`config.mk`:
```
export PLATFORM = sky130hd
export DESIGN_NAME = unsigned_approx_mul_pipe
export DESIGN_NICKNAME = d
export VERILOG_FILES = /design/src/rtl/unsigned_approx_mul_pipe_pkg.sv /design/src/rtl/unsigned_approx_mul_pipe_pp_gen.sv /design/src/rtl/unsigned_approx_mul_pipe.sv
export SDC_FILE = /design/constraint.sdc
export NUM_CORES = 1
export LEC_CHECK = 0
export CAP_MARGIN = 15
export CELL_PAD_IN_SITES_DETAIL_PLACEMENT = 2
export CELL_PAD_IN_SITES_GLOBAL_PLACEMENT = 2
export CORE_MARGIN = 4
export CORE_UTILIZATION = 33
export DETAILED_ROUTE_END_ITERATION = 6
export PLACE_DENSITY = 0.83
export SKIP_LAST_GASP = 1
export SLEW_MARGIN = 20
export SYNTH_ARGS = -nofsm -noshare
export SYNTH_HDL_FRONTEND = slang
export SYNTH_SLANG_ARGS = --single-unit
```
`constraint.sdc`:
```
create_clock -name clk -period 5.3 [get_ports clk]
set_input_delay 0.795 -clock clk [delete_from_list [all_inputs] [get_ports clk]]
set_output_delay 0.795 -clock clk [all_outputs]
set_load 0.01 [all_outputs]
```
`src/rtl/unsigned_approx_mul_pipe_pkg.sv`:
```
// Shared definitions for the approximate multiplier pipeline.
// Provides default parameter values and keep_mask(), which builds the
// row/column keep mask of the partial-product array:
//   bit (row*MAX_W + col) = 1 means x[row]&y[col] contributes at weight row+col.
package unsigned_approx_mul_pkg;

    localparam int unsigned DEF_W     = 8;
    localparam int unsigned DEF_L     = 6;
    localparam int unsigned DEF_TAG_W = 4;

    // Upper bound on W supported by the flattened mask.
    localparam int unsigned MAX_W     = 32;
    localparam int unsigned MASK_BITS = MAX_W * MAX_W;

    typedef logic [MASK_BITS-1:0] keep_mask_t;

    typedef enum logic {
        MODE_APPROX = 1'b0,
        MODE_EXACT  = 1'b1
    } mode_e;

    // Approx mode keeps rows l..w-1 whole; rows below l keep only the
    // partial products landing in column w or above.
    function automatic keep_mask_t keep_mask(input int unsigned w,
                                             input int unsigned l,
                                             input logic        exact);
        keep_mask_t m;
        m = '0;
        for (int unsigned i = 0; i < MAX_W; i++) begin
            for (int unsigned j = 0; j < MAX_W; j++) begin
                if ((i < w) && (j < w) && (exact || (i >= l) || (i + j >= w))) begin
                    m[i*MAX_W + j] = 1'b1;
                end
            end
        end
        return m;
    endfunction

endpackage

```
`src/rtl/unsigned_approx_mul_pipe_pp_gen.sv`:
```
// approx_pp_gen: combinational masked partial-product generator.
// Builds the W rows of x[i]&y[j] (masked by mode) and compresses them with a
// linear chain of 3:2 carry-save adders into a redundant sum/carry pair.
// Ports:
//   x, y   : W-bit operands (rows indexed by x bit)
//   exact  : 1 = full array, 0 = truncated low rows
//   sum    : 2*W-bit carry-save sum vector
//   carry  : 2*W-bit carry-save carry vector; sum + carry = product (mod 2^(2W))
module approx_pp_gen
    import unsigned_approx_mul_pkg::*;
#(
    parameter int unsigned W = DEF_W,
    parameter int unsigned L = DEF_L
) (
    input  logic [W-1:0]   x,
    input  logic [W-1:0]   y,
    input  logic           exact,
    output logic [2*W-1:0] sum,
    output logic [2*W-1:0] carry
);

    localparam keep_mask_t KEEP_EXACT  = keep_mask(W, L, 1'b1);
    localparam keep_mask_t KEEP_APPROX = keep_mask(W, L, 1'b0);

    logic [2*W-1:0] pp;
    logic [2*W-1:0] s;
    logic [2*W-1:0] c;
    logic [2*W-1:0] t;

    // Carries out of bit 2W-1 are dropped: the true total always fits in 2W bits,
    // so the modular sum of the redundant pair is still exact.
    always_comb begin
        pp = '0;
        s  = '0;
        c  = '0;
        t  = '0;
        for (int unsigned i = 0; i < W; i++) begin
            pp = '0;
            for (int unsigned j = 0; j < W; j++) begin
                if (exact ? KEEP_EXACT[i*MAX_W + j] : KEEP_APPROX[i*MAX_W + j]) begin
                    pp[i + j] = x[i] & y[j];
                end
            end
            t = s ^ c ^ pp;
            c = ((s & c) | (s & pp) | (c & pp)) << 1;
            s = t;
        end
        sum   = s;
        carry = c;
    end

endmodule

```
`src/rtl/unsigned_approx_mul_pipe.sv`:
```
// unsigned_approx_mul_pipe: two-stage pipelined WxW unsigned multiplier with a
// per-beat exact/approximate mode and a sideband tag.
//   S1 registers the carry-save pair from approx_pp_gen; S2 does the final add
//   and drives the outputs directly from flops.
// Ports:
//   clk, rst                          : clock, synchronous active-high reset
//   in_valid/in_ready                 : operand handshake
//   in_x, in_y, in_exact, in_tag      : operands, mode, sideband
//   out_valid/out_ready               : result handshake
//   out_z, out_tag, out_exact         : product, tag, mode used
module unsigned_approx_mul_pipe
    import unsigned_approx_mul_pkg::*;
#(
    parameter int unsigned W     = DEF_W,
    parameter int unsigned L     = DEF_L,
    parameter int unsigned TAG_W = DEF_TAG_W
) (
    input  logic             clk,
    input  logic             rst,
    input  logic             in_valid,
    output logic             in_ready,
    input  logic [W-1:0]     in_x,
    input  logic [W-1:0]     in_y,
    input  logic             in_exact,
    input  logic [TAG_W-1:0] in_tag,
    output logic             out_valid,
    input  logic             out_ready,
    output logic [2*W-1:0]   out_z,
    output logic [TAG_W-1:0] out_tag,
    output logic             out_exact
);

    logic [2*W-1:0]   pp_sum;
    logic [2*W-1:0]   pp_carry;

    logic             s1_valid_q, s1_valid_d;
    logic [2*W-1:0]   s1_sum_q,   s1_sum_d;
    logic [2*W-1:0]   s1_carry_q, s1_carry_d;
    logic [TAG_W-1:0] s1_tag_q,   s1_tag_d;
    logic             s1_exact_q, s1_exact_d;

    logic             s2_valid_q, s2_valid_d;
    logic [2*W-1:0]   s2_z_q,     s2_z_d;
    logic [TAG_W-1:0] s2_tag_q,   s2_tag_d;
    logic             s2_exact_q, s2_exact_d;

    logic             s1_adv;
    logic             s2_adv;

    approx_pp_gen #(
        .W (W),
        .L (L)
    ) u_pp_gen (
        .x     (in_x),
        .y     (in_y),
        .exact (in_exact),
        .sum   (pp_sum),
        .carry (pp_carry)
    );

    always_comb begin
        s2_adv     = ~s2_valid_q | out_ready;
        s1_adv     = ~s1_valid_q | s2_adv;

        s1_valid_d = s1_valid_q;
        s1_sum_d   = s1_sum_q;
        s1_carry_d = s1_carry_q;
        s1_tag_d   = s1_tag_q;
        s1_exact_d = s1_exact_q;

        s2_valid_d = s2_valid_q;
        s2_z_d     = s2_z_q;
        s2_tag_d   = s2_tag_q;
        s2_exact_d = s2_exact_q;

        if (s1_adv) begin
            s1_valid_d = in_valid;
            if (in_valid) begin
                s1_sum_d   = pp_sum;
                s1_carry_d = pp_carry;
                s1_tag_d   = in_tag;
                s1_exact_d = in_exact;
            end
        end

        // Payload only moves on a real beat so outputs stay put while stalled.
        if (s2_adv) begin
            s2_valid_d = s1_valid_q;
            if (s1_valid_q) begin
                s2_z_d     = s1_sum_q + s1_carry_q;
                s2_tag_d   = s1_tag_q;
                s2_exact_d = s1_exact_q;
            end
        end
    end

    always_ff @(posedge clk) begin
        if (rst) begin
            s1_valid_q <= 1'b0;
            s1_sum_q   <= '0;
            s1_carry_q <= '0;
            s1_tag_q   <= '0;
            s1_exact_q <= 1'b0;
            s2_valid_q <= 1'b0;
            s2_z_q     <= '0;
            s2_tag_q   <= '0;
            s2_exact_q <= 1'b0;
        end else begin
            s1_valid_q <= s1_valid_d;
            s1_sum_q   <= s1_sum_d;
            s1_carry_q <= s1_carry_d;
            s1_tag_q   <= s1_tag_d;
            s1_exact_q <= s1_exact_d;
            s2_valid_q <= s2_valid_d;
            s2_z_q     <= s2_z_d;
            s2_tag_q   <= s2_tag_d;
            s2_exact_q <= s2_exact_d;
        end
    end

    assign in_ready  = s1_adv;
    assign out_valid = s2_valid_q;
    assign out_z     = s2_z_q;
    assign out_tag   = s2_tag_q;
    assign out_exact = s2_exact_q;

endmodule
```
**Word-level counts from Yosys, hierarchy flattened**

Cells that the tools add are included.

- Flip-flop bits (word level): 59
- Output and inout bits: 23
- Word-level logic and storage cells: 158

- $add $sub $neg: 1
- Mux-type cells: 34
- Bitwise logic cells: 112
- Reductions and logical operators: 2

Operators by type and width:

| cell | number |
|---|---|
| $or A15 B15 Y15 | 12 |
| $and A15 B15 Y15 | 8 |
| $xor A16 B16 Y16 | 6 |
| $and A1 B1 Y1 | 64 |
| $mux W1 | 34 |
| $and A15 B10 Y15 | 2 |
| $and A15 B11 Y15 | 2 |
| $and A15 B12 Y15 | 2 |
| $and A15 B13 Y15 | 2 |
| $and A15 B14 Y15 | 2 |
| $add A16 B16 Y16 | 1 |
| $xor A16 B10 Y16 | 1 |
| $xor A16 B11 Y16 | 1 |
| $xor A16 B12 Y16 | 1 |
| $xor A16 B13 Y16 | 1 |
| $xor A16 B14 Y16 | 1 |
| $xor A16 B15 Y16 | 1 |
| $and A8 B9 Y9 | 1 |
| $xor A8 B9 Y9 | 1 |
| $reduce_and A2 Y1 | 2 |
| $not A1 Y1 | 2 |
| $or A1 B1 Y1 | 2 |

**Depth between registers and ports, before layout**

- Depth after elaboration: 21
- Gate-level depth with buffers: 16
- Gate-level depth less buffers: 14

**By module**

Synthesis repeated with hierarchy kept, for this count alone.

- Cells, all modules: 497
- Area, all modules: 4196.5 µm²

Modules (own cells, without submodules):

| module | instances | cells each | area an instance (µm²) | seq. area each (µm²) |
|---|---|---|---|---|
| unsigned_approx_mul_pipe | 1 | 334 | 2712.6 | 1201.2 |
| approx_pp_gen | 1 | 163 | 1483.9 | 0.0 |

**Worst setup path before layout**

Ideal clock, no wire load.

- Path kind: input to register
- Start: input port in_exact
- End: register s1_sum_q[7]
- Library setup time: 0.070 ns
- Arrival time: 4.799 ns
- Required time: 5.230 ns
- Slack: 0.430 ns
- Stages: 14
- Buffers on the path: 2
- Path through: clkbuf_1 > clkbuf_1 > and3_1 > ha_1 > inv_1 > fa_1 > fa_1 > fa_1 > fa_1 > fa_1 > inv_1 > fa_1 > nand2_1 > a21oi_1

- Word-level cells in the longest chain between the ends: 20
- Elaborated cells between the ends (all ways): 72
- Classes of those cells: mux: 33; bitwise: 39

RTL lines:

| item | line | RTL |
|---|---|---|
| start, declared | unsigned_approx_mul_pipe.sv:24 | `input logic in_exact,` |
| $mux W1 * | unsigned_approx_mul_pipe_pp_gen.sv:40 | `if (exact ? KEEP_EXACT[i*MAX_W + j] : KEEP_APPROX[i*MAX_W + j]) begin` |
| $mux W1 | unsigned_approx_mul_pipe_pp_gen.sv:40 |  |
| $xor A8 B9 Y9 / $and A8 B9 Y9 (equally long branches) | unsigned_approx_mul_pipe_pp_gen.sv:44, unsigned_approx_mul_pipe_pp_gen.sv:45 |  |
| $and A15 B15 Y15 / $and A15 B10 Y15 (equally long branches) | unsigned_approx_mul_pipe_pp_gen.sv:45 | `c = ((s & c) \| (s & pp) \| (c & pp)) << 1;` |
| $or A15 B15 Y15 (2 in a row) | unsigned_approx_mul_pipe_pp_gen.sv:45 |  |
| $and A15 B15 Y15 | unsigned_approx_mul_pipe_pp_gen.sv:45 |  |
| $or A15 B15 Y15 (2 in a row) | unsigned_approx_mul_pipe_pp_gen.sv:45 |  |
| $and A15 B15 Y15 | unsigned_approx_mul_pipe_pp_gen.sv:45 |  |
| $or A15 B15 Y15 (2 in a row) | unsigned_approx_mul_pipe_pp_gen.sv:45 |  |
| $and A15 B15 Y15 | unsigned_approx_mul_pipe_pp_gen.sv:45 |  |
| $or A15 B15 Y15 (2 in a row) | unsigned_approx_mul_pipe_pp_gen.sv:45 |  |
| $and A15 B15 Y15 | unsigned_approx_mul_pipe_pp_gen.sv:45 |  |
| $or A15 B15 Y15 (2 in a row) | unsigned_approx_mul_pipe_pp_gen.sv:45 |  |
| $xor A16 B16 Y16 * | unsigned_approx_mul_pipe_pp_gen.sv:44 | `t = s ^ c ^ pp;` |
| $xor A16 B15 Y16 * | unsigned_approx_mul_pipe_pp_gen.sv:44 |  |
| via pp_sum[7] | unsigned_approx_mul_pipe.sv:33 | `logic [2*W-1:0] pp_sum;` |
| end signal, assigned | unsigned_approx_mul_pipe.sv:110 | `s1_sum_q <= s1_sum_d;` |
| end, declared | unsigned_approx_mul_pipe.sv:37 | `logic [2*W-1:0] s1_sum_q, s1_sum_d;` |

The timed path passes the listed nets; every way through them passes the cells marked *.
A chain may end at the register's enable or synchronous reset.

**Worst setup path after layout**

- Start: input port in_x[1]
- End: register s1_sum_q[7]

- Word-level cells in the longest chain between the ends: 20
- Elaborated cells between the ends (all ways): 53
- Classes of those cells: mux: 7; bitwise: 46

RTL lines:

| item | line | RTL |
|---|---|---|
| start, declared | unsigned_approx_mul_pipe.sv:22 | `input logic [W-1:0] in_x,` |
| $and A1 B1 Y1 | unsigned_approx_mul_pipe_pp_gen.sv:41 | `pp[i + j] = x[i] & y[j];` |
| $mux W1 | unsigned_approx_mul_pipe_pp_gen.sv:40 |  |
| $xor A8 B9 Y9 / $and A8 B9 Y9 (equally long branches) | unsigned_approx_mul_pipe_pp_gen.sv:44, unsigned_approx_mul_pipe_pp_gen.sv:45 |  |
| $and A15 B15 Y15 / $and A15 B10 Y15 (equally long branches) | unsigned_approx_mul_pipe_pp_gen.sv:45 |  |
| $or A15 B15 Y15 (2 in a row) | unsigned_approx_mul_pipe_pp_gen.sv:45 |  |
| $and A15 B15 Y15 | unsigned_approx_mul_pipe_pp_gen.sv:45 |  |
| $or A15 B15 Y15 (2 in a row) | unsigned_approx_mul_pipe_pp_gen.sv:45 |  |
| $and A15 B15 Y15 | unsigned_approx_mul_pipe_pp_gen.sv:45 |  |
| $or A15 B15 Y15 (2 in a row) | unsigned_approx_mul_pipe_pp_gen.sv:45 |  |
| $and A15 B15 Y15 | unsigned_approx_mul_pipe_pp_gen.sv:45 |  |
| $or A15 B15 Y15 (2 in a row) | unsigned_approx_mul_pipe_pp_gen.sv:45 |  |
| $and A15 B15 Y15 | unsigned_approx_mul_pipe_pp_gen.sv:45 |  |
| $or A15 B15 Y15 (2 in a row) | unsigned_approx_mul_pipe_pp_gen.sv:45 |  |
| $xor A16 B16 Y16 * | unsigned_approx_mul_pipe_pp_gen.sv:44 |  |
| $xor A16 B15 Y16 * | unsigned_approx_mul_pipe_pp_gen.sv:44 |  |
| via pp_sum[7] | unsigned_approx_mul_pipe.sv:33 |  |

Marks and branches as above.

==> impl_results.md <==
* Arrival @ worst endpoint at 5180 ps
* Sequential share of the synthesized area at 29.0%
* Cell variety after synth at 35
* Final Max Slew Viols at 0
* Fmax at 0.203 GHz
* Syn Inst Count at 404
* Hold Buf Count CTS at 0
* Vias in the first global route at 3112
* Gr ovfl total at 0
* Met1 WL at 3690 um
* Final hold violation count at 0
* Max cap viols at 0
* RD Place Congestion at 0.746
* Fraction of layout cells with a size suffix above 1 at 4.93%
* Commonest non-fill, non-tap cell in the layout: nand2_1
* Setup WS pre-CTS at 11.5 ps
* Result of the run: completed
* Total core area at 10300 um^2
* Lkg Pwr at 1.68 nW
* Mapped Area at 3450 um^2
* Startpoint Class: input port
* WHS at 458 ps
* Endpoint class of the critical path: flop
* Final min period at 4930 ps
* Skew final at 6.22 ps
* Clk_lat worst skew at 310 ps
* Final setup fails at 0
* Commonest cells after routing, fill and taps aside: nand2_1, dfxtp_1, clkdlybuf4s50_1, fa_1, inv_1
* CTS tree: built
* Pwr dens at 244 nW/um^2
* Post-CTS sizing at 0
* # IOs at 48
* Post-route DRC at 0
* Initial Util at 33.6%
* Post-layout nets at 527
* Met2 Wirelength at 4830 um
* Period utilisation layout at 93.1%
* Drt wl/cell at 15.2 um
* Worst EP required at 5540 ps
* Antenna Violating Nets Remaining at 0
* RSZ-0062 raised after global routing: no
* Clock network power share at 27.1%
* Clk sink count at 50
* Die Y at 110 um
* Mapped Nets at 486
* Kind of critical path: in2reg
* All-Layer GR Usage at 15.7%
* CTS clk-pin slew, worst paths at 90 ps
* Flops & latches, synth at 50
* Fin Setup TNS at 0 ps
* Routed WL at 8870 um
* Worst-path fanout max at 8
* Flop pwr share at 41.8%
* Via Count at 2878
* Clock tree buffer depth at 2
* N_diodes at 0
* R2R setup slack at 3310 ps
* Net Sw Power at 0.000333 W
* Pre-antenna DRT Iters at 4
* Chip width at 110 um
* Top sig layer: met4
* Comb pwr share at 31.1%
* Initial antenna violation count at 0
* Initial DRC count at 91
* Tightest Pin Transition at 925 ps
* Slew HR at 38.4%
* Post-detail-place hpwl at 7000 um
* YS warnings at 0
* Synthesized area per cell at 8.54 um^2
* I/O Buffers at 47
* TritonCTS buffer count at 5
* Vias per cell at 4.95
* Internal power at 0.000687 W
* First-pass GRT wire length at 15200 um
* Largest net degree at the start of global routing at 53
* Peak supply drop at 0.102 mV
* H-tree depth at 2
* Die area at 12200 um^2
* Met3 Routed Length at 247 um
* Synthesis-to-finish area growth at 21.2%
* Worst setup margin at 365 ps
* Post-CTS setup buffer count at 0
* Num rows at 37
* Switching Share at 32.6%
* HP Class: reg2reg
* Clock Tree Root: clkbuf_8
sequential cells by signal, indices dropped and copies added, names as in the netlist:
register    count
s1_valid_q      1
s1_sum_q       15
out_z          16
out_valid       1
out_tag         4
s1_exact_q      1
s1_tag_q        4
s1_carry_q      7
out_exact       1
cells in the mapped netlist:
cell type / count / area (um^2)
o311ai_0: 1 / 8.76
a311o_1: 1 / 10.0
a2111oi_0: 2 / 17.5
o21bai_1: 1 / 7.51
fa_1: 43 / 861
a211oi_1: 6 / 45.0
nor3_1: 3 / 15.0
nor2_1: 14 / 52.6
inv_1: 41 / 154
and2b_1: 2 / 15.0
buf_4: 1 / 7.51
nor4b_1: 1 / 8.76
a21oi_2: 1 / 8.76
o21a_1: 1 / 7.51
buf_6: 1 / 11.3
a2111oi_2: 1 / 15.0
o21ai_0: 2 / 10.0
o2111a_1: 1 / 11.3
buf_2: 8 / 40.0
a21oi_1: 39 / 195
nand3b_1: 2 / 15.0
buf_1: 2 / 7.51
nand4_1: 3 / 18.8
clkbuf_1: 12 / 45.0
ha_1: 14 / 175
nand3_1: 15 / 75.1
xnor2_1: 1 / 8.76
and3_1: 18 / 113
o211ai_1: 2 / 15.0
a21o_1: 2 / 15.0
mux2i_1: 1 / 10.0
nand2_1: 100 / 375
and2_1: 11 / 68.8
dfxtp_1: 50 / 1000
nand2b_1: 1 / 6.26
area by class of cell:
type	instances	area [um^2]
Clock inverter	3	43.8
Multi-Input combinational cell	289	2180
Sequential cell	50	1000
Tap cell	136	170
Fill cell	1180	6090
Timing Repair Buffer	58	561
Clock buffer	5	68.8
Inverter	41	154
per-layer routing:
metal,track usage (%),up-vias
met3,1.75,8
met1,19.2,1458
met2,29.2,40
met5,0,-
met4,4.13,0
li1,-,1372
power groups by stage:
stage	Clock [W]	Combinational (W)	Sequential, W
after global placement	0	0.000303	0.000432
after global routing	0.000300	0.000372	0.000430
after CTS	0.000287	0.000326	0.000427
after floorplan	0	0.000209	0.000433
after detailed placement	0	0.000318	0.000435
final	0.000276	0.000318	0.000427
metrics by stage:
stage          cell area, um^2  utilization [%]  power [W]  std cells
2_1_floorplan             3450                -   0.000642        404
3_3_place_gp              4050             39.4   0.000736        573
3_5_place_dp              4050             39.4   0.000753        573
4_1_cts                   4160             40.5    0.00104        581
5_1_grt                   4180             40.7    0.00110        582
6_report                  4180             40.7    0.00102        582
logic make-up (layout without fill, tap and decap cells):
logic type	after synthesis	count (layout)	synth area share, %
and+or+nand+nor	170	170	22.1
adders and majority gates	57	57	30.0
xor gates and xnor gates	1	1	0.254
DFF	50	50	29.0
buffers and inverters	65	107	7.69
AOI/OAI and AO/OA	60	60	10.6
muxes	1	1	0.290
worst max-delay path, stage by stage:
cell and delay, ps:
clkdlybuf4s50_1 540, and3_1 230, ha_1 280, inv_1 50, fa_1 500, fa_1 440, fa_1 520, fa_1 520
fa_1 540, inv_1 60, fa_1 530, nand2_1 50, a21oi_1 110
worst paths after layout:
path / cells past startpoint / end / from
setup / recovery: 13 / s1_sum_q[7]$_SDFFE_PP0P_ / in_x[1]
setup reg to reg: 7 / out_z[14]$_SDFFE_PP0P_ / s1_sum_q[8]$_SDFFE_PP0P_
hold / removal: 2 / out_z[3]$_SDFFE_PP0P_ / out_z[3]$_SDFFE_PP0P_
hold reg to reg: 2 / out_z[3]$_SDFFE_PP0P_ / out_z[3]$_SDFFE_PP0P_
(Power assumes the default switching activity.)
